## src/rtl/gmii_pkg.sv

```systemverilog
// Shared constants and state encoding for the GMII stream receiver/transmitter.
package gmii_pkg;

  typedef enum logic [3:0] {
    ST_IDLE,
    ST_PRE,
    ST_DST,
    ST_SRC,
    ST_ETYPE,
    ST_HDR,
    ST_VID,
    ST_AUD,
    ST_TAIL,
    ST_DROP
  } gmii_state_e;

  localparam logic [7:0] PREAMBLE   = 8'h55;
  localparam logic [7:0] SFD        = 8'hD5;
  localparam logic [7:0] KIND_VIDEO = 8'h00;
  localparam logic [7:0] KIND_AUDIO = 8'h01;

  localparam int HDR_LEN = 6;

  // Non-reflected register form: a good frame including its FCS leaves CRC_RESIDUE.
  localparam logic [31:0] CRC_POLY    = 32'h04C11DB7;
  localparam logic [31:0] CRC_INIT    = 32'hFFFFFFFF;
  localparam logic [31:0] CRC_RESIDUE = 32'hC704DD7B;

endpackage

```

## src/rtl/crc32_d8.sv

```systemverilog
// Byte-wide combinational CRC-32 step; data bits enter LSB first (Ethernet wire order).
module crc32_d8
  import gmii_pkg::*;
(
  input  logic [31:0] crc_i,
  input  logic [7:0]  data_i,
  output logic [31:0] crc_o
);

  logic [31:0] c_v;

  always_comb begin
    c_v = crc_i;
    for (int i = 0; i < 8; i++) begin
      if (c_v[31] ^ data_i[i]) begin
        c_v = {c_v[30:0], 1'b0} ^ CRC_POLY;
      end else begin
        c_v = {c_v[30:0], 1'b0};
      end
    end
    crc_o = c_v;
  end

endmodule

```

## src/rtl/gmii_rx.sv

```systemverilog
// GMII stream receiver: parses MAC/stream headers and writes video words / audio samples.
// Optional FCS residue check is enabled with the GMII_RX_FCS_CHECK_EN macro.
module gmii_rx
  import gmii_pkg::*;
#(
  parameter logic [47:0] MAC_ADDR   = 48'h00_23_45_67_89_01,
  parameter logic [15:0] ETHERTYPE  = 16'h88B5,
  parameter logic [10:0] MAX_VWORDS = 11'd640
) (
  input  logic        rx_clk,
  input  logic        sys_rst,
  input  logic        id,
  input  logic        rx_dv,
  input  logic        rx_er,
  input  logic [7:0]  rxd,
  output logic [47:0] vdin,
  output logic        v_wr_en,
  input  logic        v_full,
  output logic [10:0] vline,
  output logic        line_start,
  output logic [11:0] adin,
  output logic        a_wr_en,
  input  logic        a_full,
  output logic        frame_drop,
  output logic        frame_err
);

  gmii_state_e state_q, state_d;
  logic [2:0]  bcnt_q, bcnt_d;
  logic        mac_ok_q, mac_ok_d;
  logic        bc_ok_q, bc_ok_d;
  logic [39:0] shift_q, shift_d;
  logic [10:0] wcnt_q, wcnt_d;
  logic [47:0] vdin_q, vdin_d;
  logic        v_wr_en_q, v_wr_en_d;
  logic [10:0] vline_q, vline_d;
  logic        line_start_q, line_start_d;
  logic [11:0] adin_q, adin_d;
  logic        a_wr_en_q, a_wr_en_d;
  logic        frame_drop_q, frame_drop_d;

  logic [47:0] mac_sh;
  logic        dst_hit, bc_hit, bcnt_last;
  logic [15:0] cnt_w;
  logic        is_vid, is_aud, hdr_bad;

  // Header fields sit in the shift register once the 6th header byte is on rxd.
  assign mac_sh    = MAC_ADDR << {bcnt_q, 3'b000};
  assign dst_hit   = mac_ok_q && (rxd == mac_sh[47:40]);
  assign bc_hit    = bc_ok_q && (rxd == 8'hFF);
  assign bcnt_last = (bcnt_q == 3'(HDR_LEN - 1));
  assign cnt_w     = {shift_q[7:0], rxd};
  assign is_vid    = (shift_q[31:24] == KIND_VIDEO);
  assign is_aud    = (shift_q[31:24] == KIND_AUDIO);
  assign hdr_bad   = (shift_q[32] != id) || !(is_vid || is_aud) || (cnt_w == 16'd0) ||
                     (cnt_w[15:11] != 5'd0) || (is_vid && (cnt_w[10:0] > MAX_VWORDS));

  always_comb begin
    state_d      = state_q;
    bcnt_d       = bcnt_q;
    mac_ok_d     = mac_ok_q;
    bc_ok_d      = bc_ok_q;
    shift_d      = rx_dv ? {shift_q[31:0], rxd} : shift_q;
    wcnt_d       = wcnt_q;
    vdin_d       = vdin_q;
    vline_d      = vline_q;
    adin_d       = adin_q;
    v_wr_en_d    = 1'b0;
    a_wr_en_d    = 1'b0;
    line_start_d = 1'b0;
    frame_drop_d = 1'b0;
    unique case (state_q)
      ST_IDLE: begin
        bcnt_d = '0;
        if (rx_dv && rxd == PREAMBLE) state_d = ST_PRE;
      end
      ST_DROP: begin
        if (!rx_dv) state_d = ST_IDLE;
      end
      default: begin
        if (!rx_dv) begin
          // Falling rx_dv before TAIL means the frame was cut short.
          state_d      = ST_IDLE;
          frame_drop_d = (state_q != ST_TAIL);
        end else if (rx_er) begin
          state_d      = ST_DROP;
          frame_drop_d = 1'b1;
        end else begin
          case (state_q)
            ST_PRE: begin
              if (rxd == SFD) begin
                state_d  = ST_DST;
                bcnt_d   = '0;
                mac_ok_d = 1'b1;
                bc_ok_d  = 1'b1;
              end else if (rxd != PREAMBLE) begin
                state_d      = ST_DROP;
                frame_drop_d = 1'b1;
              end
            end
            ST_DST: begin
              mac_ok_d = dst_hit;
              bc_ok_d  = bc_hit;
              bcnt_d   = bcnt_q + 3'd1;
              if (bcnt_last) begin
                bcnt_d = '0;
                if (dst_hit || bc_hit) begin
                  state_d = ST_SRC;
                end else begin
                  state_d      = ST_DROP;
                  frame_drop_d = 1'b1;
                end
              end
            end
            ST_SRC: begin
              bcnt_d = bcnt_q + 3'd1;
              if (bcnt_last) begin
                bcnt_d  = '0;
                state_d = ST_ETYPE;
              end
            end
            ST_ETYPE: begin
              bcnt_d = bcnt_q + 3'd1;
              if (bcnt_q[0]) begin
                bcnt_d = '0;
                if ({shift_q[7:0], rxd} == ETHERTYPE) begin
                  state_d = ST_HDR;
                end else begin
                  state_d      = ST_DROP;
                  frame_drop_d = 1'b1;
                end
              end
            end
            ST_HDR: begin
              bcnt_d = bcnt_q + 3'd1;
              if (bcnt_last) begin
                bcnt_d = '0;
                if (hdr_bad) begin
                  state_d      = ST_DROP;
                  frame_drop_d = 1'b1;
                end else begin
                  wcnt_d = cnt_w[10:0];
                  if (is_vid) begin
                    vline_d      = shift_q[18:8];
                    line_start_d = 1'b1;
                    state_d      = ST_VID;
                  end else begin
                    state_d = ST_AUD;
                  end
                end
              end
            end
            ST_VID: begin
              bcnt_d = bcnt_q + 3'd1;
              if (bcnt_last) begin
                bcnt_d = '0;
                if (v_full) begin
                  state_d      = ST_DROP;
                  frame_drop_d = 1'b1;
                end else begin
                  vdin_d    = {shift_q, rxd};
                  v_wr_en_d = 1'b1;
                  wcnt_d    = wcnt_q - 11'd1;
                  if (wcnt_q == 11'd1) state_d = ST_TAIL;
                end
              end
            end
            ST_AUD: begin
              bcnt_d = bcnt_q + 3'd1;
              if (bcnt_q[0]) begin
                bcnt_d = '0;
                if (a_full) begin
                  state_d      = ST_DROP;
                  frame_drop_d = 1'b1;
                end else begin
                  adin_d    = {shift_q[3:0], rxd};
                  a_wr_en_d = 1'b1;
                  wcnt_d    = wcnt_q - 11'd1;
                  if (wcnt_q == 11'd1) state_d = ST_TAIL;
                end
              end
            end
            default: ;
          endcase
        end
      end
    endcase
  end

  always_ff @(posedge rx_clk) begin
    if (sys_rst) begin
      state_q      <= ST_IDLE;
      bcnt_q       <= '0;
      mac_ok_q     <= 1'b0;
      bc_ok_q      <= 1'b0;
      shift_q      <= '0;
      wcnt_q       <= '0;
      vdin_q       <= '0;
      v_wr_en_q    <= 1'b0;
      vline_q      <= '0;
      line_start_q <= 1'b0;
      adin_q       <= '0;
      a_wr_en_q    <= 1'b0;
      frame_drop_q <= 1'b0;
    end else begin
      state_q      <= state_d;
      bcnt_q       <= bcnt_d;
      mac_ok_q     <= mac_ok_d;
      bc_ok_q      <= bc_ok_d;
      shift_q      <= shift_d;
      wcnt_q       <= wcnt_d;
      vdin_q       <= vdin_d;
      v_wr_en_q    <= v_wr_en_d;
      vline_q      <= vline_d;
      line_start_q <= line_start_d;
      adin_q       <= adin_d;
      a_wr_en_q    <= a_wr_en_d;
      frame_drop_q <= frame_drop_d;
    end
  end

  assign vdin       = vdin_q;
  assign v_wr_en    = v_wr_en_q;
  assign vline      = vline_q;
  assign line_start = line_start_q;
  assign adin       = adin_q;
  assign a_wr_en    = a_wr_en_q;
  assign frame_drop = frame_drop_q;

`ifdef GMII_RX_FCS_CHECK_EN
  logic [31:0] crc_q, crc_d, crc_nxt;
  logic        frame_err_q, frame_err_d;

  crc32_d8 u_crc (
    .crc_i  (crc_q),
    .data_i (rxd),
    .crc_o  (crc_nxt)
  );

  // CRC covers DST through the FCS; only frames that completed their payload are judged.
  always_comb begin
    crc_d       = crc_q;
    frame_err_d = 1'b0;
    if (state_q == ST_PRE && rx_dv && rxd == SFD) begin
      crc_d = CRC_INIT;
    end else if (rx_dv && (state_q inside {ST_DST, ST_SRC, ST_ETYPE, ST_HDR,
                                           ST_VID, ST_AUD, ST_TAIL})) begin
      crc_d = crc_nxt;
    end
    if (state_q == ST_TAIL && !rx_dv && crc_q != CRC_RESIDUE) frame_err_d = 1'b1;
  end

  always_ff @(posedge rx_clk) begin
    if (sys_rst) begin
      crc_q       <= '0;
      frame_err_q <= 1'b0;
    end else begin
      crc_q       <= crc_d;
      frame_err_q <= frame_err_d;
    end
  end

  assign frame_err = frame_err_q;
`else
  assign frame_err = 1'b0;
`endif

endmodule
```

## config.mk

```make
export PLATFORM = sky130hd
export DESIGN_NAME = gmii_rx
export DESIGN_NICKNAME = d
export VERILOG_FILES = /design/src/rtl/gmii_pkg.sv /design/src/rtl/crc32_d8.sv /design/src/rtl/gmii_rx.sv
export SDC_FILE = /design/constraint.sdc
export NUM_CORES = 1
export LEC_CHECK = 0
export ABC_AREA = 1
export BUFFER_PORTS_ARGS = -buffer_cell sky130_fd_sc_hd__buf_2
export CAP_MARGIN = 20
export CORE_UTILIZATION = 57
export CTS_CLUSTER_SIZE = 24
export DETAILED_ROUTE_END_ITERATION = 7
export PLACE_DENSITY = 0.92
export RECOVER_POWER = 50
export SLEW_MARGIN = 25
export SYNTH_ARGS = -nofsm -noshare
export SYNTH_HDL_FRONTEND = slang
export SYNTH_SLANG_ARGS = --single-unit
```

## constraint.sdc

```tcl
create_clock -name rx_clk -period 2.2 [get_ports rx_clk]
set_input_delay 0.33 -clock rx_clk [delete_from_list [all_inputs] [get_ports rx_clk]]
set_output_delay 0.33 -clock rx_clk [all_outputs]
set_load 0.005 [all_outputs]
```

==> insert_results.sql, run 1 <==
INSERT INTO impl_metrics (metric_group, metric, value, unit) VALUES
('die', 'chipWidth', '104', 'µm'),
('detailed_routing', 'ant_nets', '0', ''),
('synthesis', 'ys_warn_count', '0', ''),
('power_and_ir_drop', 'power.density', '1020', 'mW/mm²'),
('grt', 'grt_use_total', '0.321', ''),
('sta', 'period_share', '0.920', ''),
('sta', 'fin_crit', '2.02', 'ns'),
('sta', 'max_slew_margin', '0.107', ''),
('placement', 'dpl.hpwl', '10900', 'µm'),
('sta', 'hold_violations_final', '0', ''),
('synthesis', 'postSynth.asyncResetShare', '0', ''),
('detailed_routing', 'route.final.wire_length', '17100', 'µm'),
('synthesis', 'synth_largest_area_cell', 'dfxtp_1', ''),
('die', 'design.die.area', '0.0109', 'mm²'),
('final_layout', 'most_common_library_cell_in_the_layout_ignoring_fill_and_taps', 'nor2_1', ''),
('synthesis', 'post_synthesis_net_count', '877', ''),
('clocking', 'tritoncts', 'built', ''),
('final_layout', 'postLayoutCoreUtil', '0.711', ''),
('detailed_routing', 'drcViolationCount', '0', ''),
('synthesis', 'mappedNetlistArea', '0.00597', 'mm²'),
('synthesis', 'yosysUniqueCellTypes', '36', ''),
('synthesis', 'share_of_yosys_cell_area_claimed_by_the_top_area_cell_type', '0.453', ''),
('synthesis', 'proportion_of_synthesized_chip_area_in_sequential_cells', '0.453', ''),
('sta', 'finalClockSkew', '0.0104', 'ns'),
('final_layout', 'num-nets-final', '960', ''),
('clocking', 'clock_tree.buffer_depth', '2', ''),
('final_layout', 'layout.cells.most_common_list', 'nor2_1 (188), nand2_1 (137), dfxtp_1 (134)', ''),
('final_layout', 'layout-area-overhead-vs-synth', '18.5', '%'),
('sta', 'setup-violations-final', '0', ''),
('final_layout', 'final_cell_count_no_fill', '1089', ''),
('grt', 'grt_pass1_wl', '28000', 'µm'),
('setup_path', 'biggest_fanout_along_the_worst_timing_path', '13', ''),
('power_and_ir_drop', 'peakVddDrop', '0.605', 'mV'),
('setup_path', 'startpoint_type', 'flop', ''),
('detailed_routing', 'post_drt_wl_per_cell', '15.7', 'µm'),
('die', 'floorplan.core_area', '0.00995', 'mm²'),
('synthesis', 'yosys_most_used_dff', 'dfxtp_1', ''),
('synthesis', 'leading_cell_types_by_total_area_after_synthesis', 'dfxtp_1 (45%), nor2_1 (12%), o21ai_0 (11%)', ''),
('clocking', 'clkSlewWorstSetupHoldPaths', '0.07', 'ns'),
('grt', 'grt_remaining_overflow', '0', ''),
('sta', 'final.setup.tns', '0', 'ns'),
('die', 'initial_utilization', '0.599', ''),
('sta', 'timing_max_transition_violations_final', '0', ''),
('die', 'num_rows', '36', ''),
('power_and_ir_drop', 'p_leak', '0.00341', 'µW'),
('run_status', 'status', 'finished, final reports clean', ''),
('die', 'die_h', '104', 'µm'),
('setup_path', 'setup.worst_path.end_class', 'flop', ''),
('placement', 'placed_insts', '1057', ''),
('synthesis', 'synth_seq_cells', '135', ''),
('final_layout', 'layout-drive-gt1-share', '0.143', ''),
('synthesis', 'syn-mean-instance-area', '6.94', 'µm²'),
('clocking', 'clock-sinks', '135', ''),
('synthesis', 'synth-edff-count', '0', ''),
('die', 'number_of_primary_i_o_pins', '91', ''),
('sta', 'transition_at_the_pin_with_the_smallest_max_transition_slack', '1.34', 'ns'),
('clocking', 'postCtsSetupBuffers', '0', ''),
('setup_path', 'worst_ep_required_time', '2.58', 'ns'),
('clocking', 'number_of_buffers_inserted_during_clock_tree_synthesis', '17', ''),
('placement', 'place.port_buffers', '89', ''),
('clocking', 'worstSkewPairLatency', '0.53', 'ns'),
('grt', 'maximum_number_of_pins_on_one_net_before_global_route_repair', '86', ''),
('detailed_routing', 'drt-pass1-iter-count', '6', ''),
('placement', 'place.gp.congestion', '0.976', ''),
('grt', 'first_global_vias', '5790', ''),
('synthesis', 'syn_inst', '860', ''),
('final_layout', 'postLayoutCellArea', '0.00707', 'mm²'),
('detailed_routing', 'vias', '6159', ''),
('sta', 'rsz0062_at_grt', 'no', ''),
('final_layout', 'antenna_cells', '0', ''),
('setup_path', 'worst-setup-path-type', 'reg2reg', ''),
('placement', 'placed_area', '0.00652', 'mm²'),
('clocking', 'clock_tree.root_cell', 'clkbuf_8', ''),
('grt', 'grt_antenna_before_repair', '0', ''),
('sta', 'hold_slack', '0.237', 'ns'),
('detailed_routing', 'drt_iter0_drc', '561', ''),
('job', 'reported_max_cap_violation_count', '0', ''),
('detailed_routing', 'route.detailed.vias_per_inst', '5.66', ''),
('hold_path', 'hp-class', 'in2reg', ''),
('clocking', 'cts-htree-levels', '4', ''),
('sta', 'fmaxAchievable', '494', 'MHz'),
('setup_path', 'worstPathArrival', '2.41', 'ns');
[worst max-delay path, stage by stage, from the launching register on]
cell and delay [ns]:
dfxtp_1 0.39, inv_1 0.13, nand2_2 0.15, inv_1 0.11
nor3_1 0.18, nand3b_1 0.10, nor2_1 0.21, nand2_2 0.24
inv_2 0.19, nand2_1 0.07, nand2_1 0.06, a21oi_1 0.05
[area by class of cell]
| cell class | count | area [µm²] |
|---|---|---|
| Tap cell | 133 | 166 |
| Sequential cell | 135 | 2700 |
| Inverter | 80 | 300 |
| Timing Repair Buffer | 105 | 557 |
| Multi-Input combinational cell | 604 | 2750 |
| Fill cell | 759 | 2880 |
| Clock buffer | 17 | 414 |
| Clock inverter | 15 | 183 |
[per-layer routing]
metal  track usage  up-vias  routed length, µm
met3        0.0695       60               1410
met5             0        -                  0
met2         0.519      320               8070
met1         0.410     2829               7070
li1              -     2950                  -
met4         0.139        0                522
[where the power goes]
part / internal (µW) / leakage [µW] / switching [µW]
logic: 515 / 0.00203 / 1130
registers: 2570 / 0.00110 / 129
clock network: 1660 / 0.000283 / 1230
total: 4740 / 0.00341 / 2490
[registers in the layout (all words and copies together) (netlist names)]
register / flops
v_wr_en: 1
shift_q: 40
line_start: 1
bcnt_q: 3
mac_ok_q: 1
adin: 12
wcnt_q: 11
vline: 11
state_q: 4
vdin: 48
a_wr_en: 1
bc_ok_q: 1
frame_drop: 1
[cells in the mapped netlist (3+ instances only)]
cell	instances
inv_1	73
clkbuf_1	20
nor3_1	7
nand4_1	9
nor2_1	189
nand2_2	4
a21oi_1	75
buf_6	5
o21ai_0	126
inv_2	6
nand2_1	137
buf_4	3
buf_2	12
nand3_1	28
dfxtp_1	135
[through the flow]
step / setup WS (ns) / total power [µW]
after floorplan: 0.656 / 3930
after global placement: 0.241 / 4320
after detailed placement: 0.281 / 4320
after CTS: 0.152 / 7190
after global routing: 0.0250 / 7550
final: 0.175 / 7230
[final timing paths]
path,start,endpoint,slack (ns),depth (start not counted)
worst max-delay path,state_q[0]$_SDFFE_PP0P_,wcnt_q[5]$_SDFFE_PP0P_,0.18,11
worst min-delay path,rxd[6],vdin[6]$_SDFFE_PP0P_,0.24,3
worst max register to register,state_q[0]$_SDFFE_PP0P_,wcnt_q[5]$_SDFFE_PP0P_,0.18,11
worst min register to register,wcnt_q[5]$_SDFFE_PP0P_,wcnt_q[5]$_SDFFE_PP0P_,0.48,2
[cell families after synthesis]
logic type      count (synthesis)  share of synthesized area
flops                         135                      0.453
other cells                     1                   0.000628
buf+inv                       121                     0.0868
fa+ha+maj                       2                    0.00419
compound gates                211                      0.181
xor+xnor                        3                    0.00440
simple gates                  387                      0.270
[repair_timing]
| item | 4_1_cts | 5_1_grt |
|---|---|---|
| hold buffers | 0 | 0 |
| endpoints found under the hold margin | 0 | 0 |
| gates resized for setup | 0 | 2 |
| setup endpoints to repair | 0 | 1 |
No activity file was read; power rests on OpenSTA's default activity.
==> run 2, diff against run 1 <==
--- a/config.mk
+++ b/config.mk
@@ -8,10 +8,10 @@
 export ABC_AREA = 1
 export BUFFER_PORTS_ARGS = -buffer_cell sky130_fd_sc_hd__buf_2
 export CAP_MARGIN = 20
-export CORE_UTILIZATION = 57
+export CORE_UTILIZATION = 61
 export CTS_CLUSTER_SIZE = 24
 export DETAILED_ROUTE_END_ITERATION = 7
-export PLACE_DENSITY = 0.92
+export PLACE_DENSITY = 0.95
 export RECOVER_POWER = 50
 export SLEW_MARGIN = 25
 export SYNTH_ARGS = -nofsm -noshare
==> constraint.sdc (replaced) <==
create_clock -name rx_clk -period 2.4 [get_ports rx_clk]
set_input_delay 0.36 -clock rx_clk [delete_from_list [all_inputs] [get_ports rx_clk]]
set_output_delay 0.36 -clock rx_clk [all_outputs]
set_load 0.005 [all_outputs]
==> insert_results.sql, run 2 (synthesis gave the netlist of run 1 again) <==
INSERT INTO impl_metrics (metric_group, metric, value, unit) VALUES
('detailed_routing', 'drcViolationCount', '0', ''),
('power_and_ir_drop', 'switchingPower', '2150', 'µW'),
('setup_path', 'path_cells', 'nor2_1 -> nand3_1 -> nor2_1 -> nand3_1 -> nand2_1 -> nand2_1 -> nand2_2 -> inv_2 -> o21ai_0 -> nor2_1', ''),
('sta', 'finalClockSkew', '0.0125', 'ns'),
('grt', 'grt_pass1_wl', '27100', 'µm'),
('setup_path', 'setup.worst_path.end_class', 'flop', ''),
('clocking', 'cts-htree-levels', '4', ''),
('clocking', 'clkSlewWorstSetupHoldPaths', '0.07', 'ns'),
('sta', 'period_share', '0.876', ''),
('sta', 'fmaxAchievable', '476', 'MHz'),
('placement', 'place.port_buffers', '89', ''),
('job', 'reported_max_cap_violation_count', '0', ''),
('setup_path', 'crit_path_max_incr_delay', '0.34', 'ns'),
('run_status', 'status', 'finished, final reports clean', ''),
('clocking', 'number_of_buffers_inserted_during_clock_tree_synthesis', '17', ''),
('grt', 'grt_use_met1', '0.430', ''),
('die', 'chipWidth', '101', 'µm'),
('detailed_routing', 'drt_iter0_drc', '653', ''),
('power_and_ir_drop', 'power.clock.fraction', '0.400', ''),
('final_layout', 'layout-drive-gt1-share', '0.130', ''),
('setup_path', 'timing.critical_path.mode_cell', 'nor2_1', ''),
('setup_path', 'ff2ff_setup_slack', '0.30', 'ns'),
('detailed_routing', 'drt-pass1-iter-count', '5', ''),
('setup_path', 'worst-setup-path-type', 'reg2reg', ''),
('grt', 'globalRouteMet2Util', '0.554', ''),
('placement', 'dpl.hpwl', '10400', 'µm'),
('power_and_ir_drop', 'switching_share', '0.330', ''),
('setup_path', 'critical_path.slowest_cell', 'dfxtp_1', ''),
('sta', 'rsz0062_at_grt', 'no', ''),
('clocking', 'tritoncts', 'built', ''),
('sta', 'max_slew_margin', '0.605', ''),
('grt', 'grt.met3_usage', '0.0791', ''),
('setup_path', 'worstPathArrival', '2.51', 'ns'),
('clocking', 'clock_tree.buffer_depth', '2', ''),
('final_layout', 'layout-area-overhead-vs-synth', '17.7', '%'),
('sta', 'transition_at_the_pin_with_the_smallest_max_transition_slack', '0.593', 'ns'),
('grt', 'maximum_number_of_pins_on_one_net_before_global_route_repair', '127', ''),
('die', 'floorplan.core_area', '0.00937', 'mm²'),
('final_layout', 'fillCellCount', '714', ''),
('power_and_ir_drop', 'p_total', '6520', 'µW'),
('final_layout', 'layout.cells.most_common_list', 'nor2_1 (189), nand2_1 (137), dfxtp_1 (135)', ''),
('detailed_routing', 'route.detailed.vias_per_inst', '5.64', ''),
('die', 'die_h', '101', 'µm'),
('power_and_ir_drop', 'power_share_of_the_sequential_group', '0.382', ''),
('grt', 'grt_antenna_before_repair', '0', ''),
('clocking', 'worstSkewPairLatency', '0.52', 'ns'),
('grt', 'grt_remaining_overflow', '0', ''),
('clocking', 'clock_tree.root_cell', 'clkbuf_8', ''),
('clocking', 'postCtsHoldBufs', '0', ''),
('power_and_ir_drop', 'peakVddDrop', '0.720', 'mV'),
('die', 'number_of_primary_i_o_pins', '91', ''),
('sta', 'fin_crit', '2.10', 'ns'),
('detailed_routing', 'route.final.wire_length', '16800', 'µm'),
('final_layout', 'num-nets-final', '955', ''),
('die', 'num_rows', '35', ''),
('die', 'design.die.area', '0.0102', 'mm²'),
('die', 'initial_utilization', '0.637', ''),
('setup_path', 'biggest_fanout_along_the_worst_timing_path', '13', ''),
('grt', 'first_global_vias', '5605', ''),
('clocking', 'cts-resized-gates', '0', ''),
('grt', 'grt_use_total', '0.342', ''),
('setup_path', 'startpoint_type', 'flop', ''),
('grt', 'grt-busiest-layer', 'met2', ''),
('detailed_routing', 'vias', '6095', ''),
('clocking', 'clock-sinks', '135', ''),
('sta', 'final.setup.tns', '0', 'ns'),
('detailed_routing', 'ant_nets', '0', ''),
('placement', 'place.gp.congestion', '0.975', ''),
('power_and_ir_drop', 'power.density', '929', 'mW/mm²'),
('final_layout', 'antenna_cells', '0', ''),
('power_and_ir_drop', 'power_report.internal_total', '4370', 'µW'),
('sta', 'hold_violations_final', '0', ''),
('power_and_ir_drop', 'p_leak', '0.00337', 'µW'),
('sta', 'timing_max_transition_violations_final', '0', ''),
('final_layout', 'most_common_library_cell_in_the_layout_ignoring_fill_and_taps', 'nor2_1', ''),
('clocking', 'postCtsSetupBuffers', '0', ''),
('hold_path', 'hp-class', 'in2reg', ''),
('power_and_ir_drop', 'combinationalPowerShare', '0.219', ''),
('detailed_routing', 'post_drt_wl_per_cell', '15.6', 'µm'),
('sta', 'setup-violations-final', '0', ''),
('setup_path', 'worst_ep_required_time', '2.80', 'ns'),
('final_layout', 'largest_reg_flops', '48', '');
[run 2: changes by cell type in the layout (fill, tap and decap cells not counted), moves of 2 or more]
cell / change
clkbuf_1: +6
clkbuf_8: +3
clkbuf_2: -2
buf_4: -3
buf_2: -6
inv_6: -3
clkinv_4: +2
inv_8: -2
[run 2: stage by stage]
| stage | instances | util | setup WS (ns) | hold slack [ns] | cell area, µm² |
|---|---|---|---|---|---|
| after floorplan | 860 | - | 0.856 | 0.439 | 5970 |
| after global placement | 1048 | 0.690 | 0.423 | 0.452 | 6460 |
| after detailed placement | 1048 | 0.690 | 0.382 | 0.459 | 6460 |
| after CTS | 1080 | 0.753 | 0.336 | 0.172 | 7060 |
| after global routing | 1080 | 0.749 | 0.158 | 0.265 | 7020 |
| final | 1080 | 0.749 | 0.297 | 0.277 | 7020 |
[run 2: cell type report]
| class | instances | area [µm²] | share of cell area |
|---|---|---|---|
| repair buffers | 100 | 517 | 0.0736 |
| clock buffers | 20 | 455 | 0.0648 |
| flip-flops and latches | 135 | 2700 | 0.385 |
| multi-input cells | 604 | 2750 | 0.391 |
| inverters | 80 | 300 | 0.0428 |
| clock inverters | 12 | 140 | 0.0200 |
| well taps | 129 | 161 | 0.0230 |
[run 2: worst max-delay path: cells and delay by family, from the launching register on]
family,cells,cell delay (ns)
flops,1,0.34
compound gates,1,0.18
simple gates,8,1.31
buf+inv,1,0.14
[run 2: path summary, 6_finish.rpt]
check                                              start                      end  cells after the start
worst max-delay path            shift_q[26]$_SDFFE_PP0P_  wcnt_q[10]$_SDFFE_PP0P_                     10
worst min-delay path                              rxd[0]     adin[0]$_SDFFE_PP0P_                      3
worst max register to register  shift_q[26]$_SDFFE_PP0P_  wcnt_q[10]$_SDFFE_PP0P_                     10
worst min register to register    wcnt_q[5]$_SDFFE_PP0P_   wcnt_q[5]$_SDFFE_PP0P_                      2
[run 2: power groups by stage]
stage          clock network [µW]  logic (µW)  registers (µW)
2_1_floorplan                   0        1140            2460
3_3_place_gp                    0        1380            2530
3_5_place_dp                    0        1380            2530
4_1_cts                      2600        1410            2480
5_1_grt                      2710        1610            2500
6_report                     2610        1430            2490
[run 2: per-layer routing]
layer  up-vias  part of all wire
li1       2932                 -
met1      2758              0.41
met2       330              0.46
met3        75             0.087
met4         0             0.038
met5         -                 0
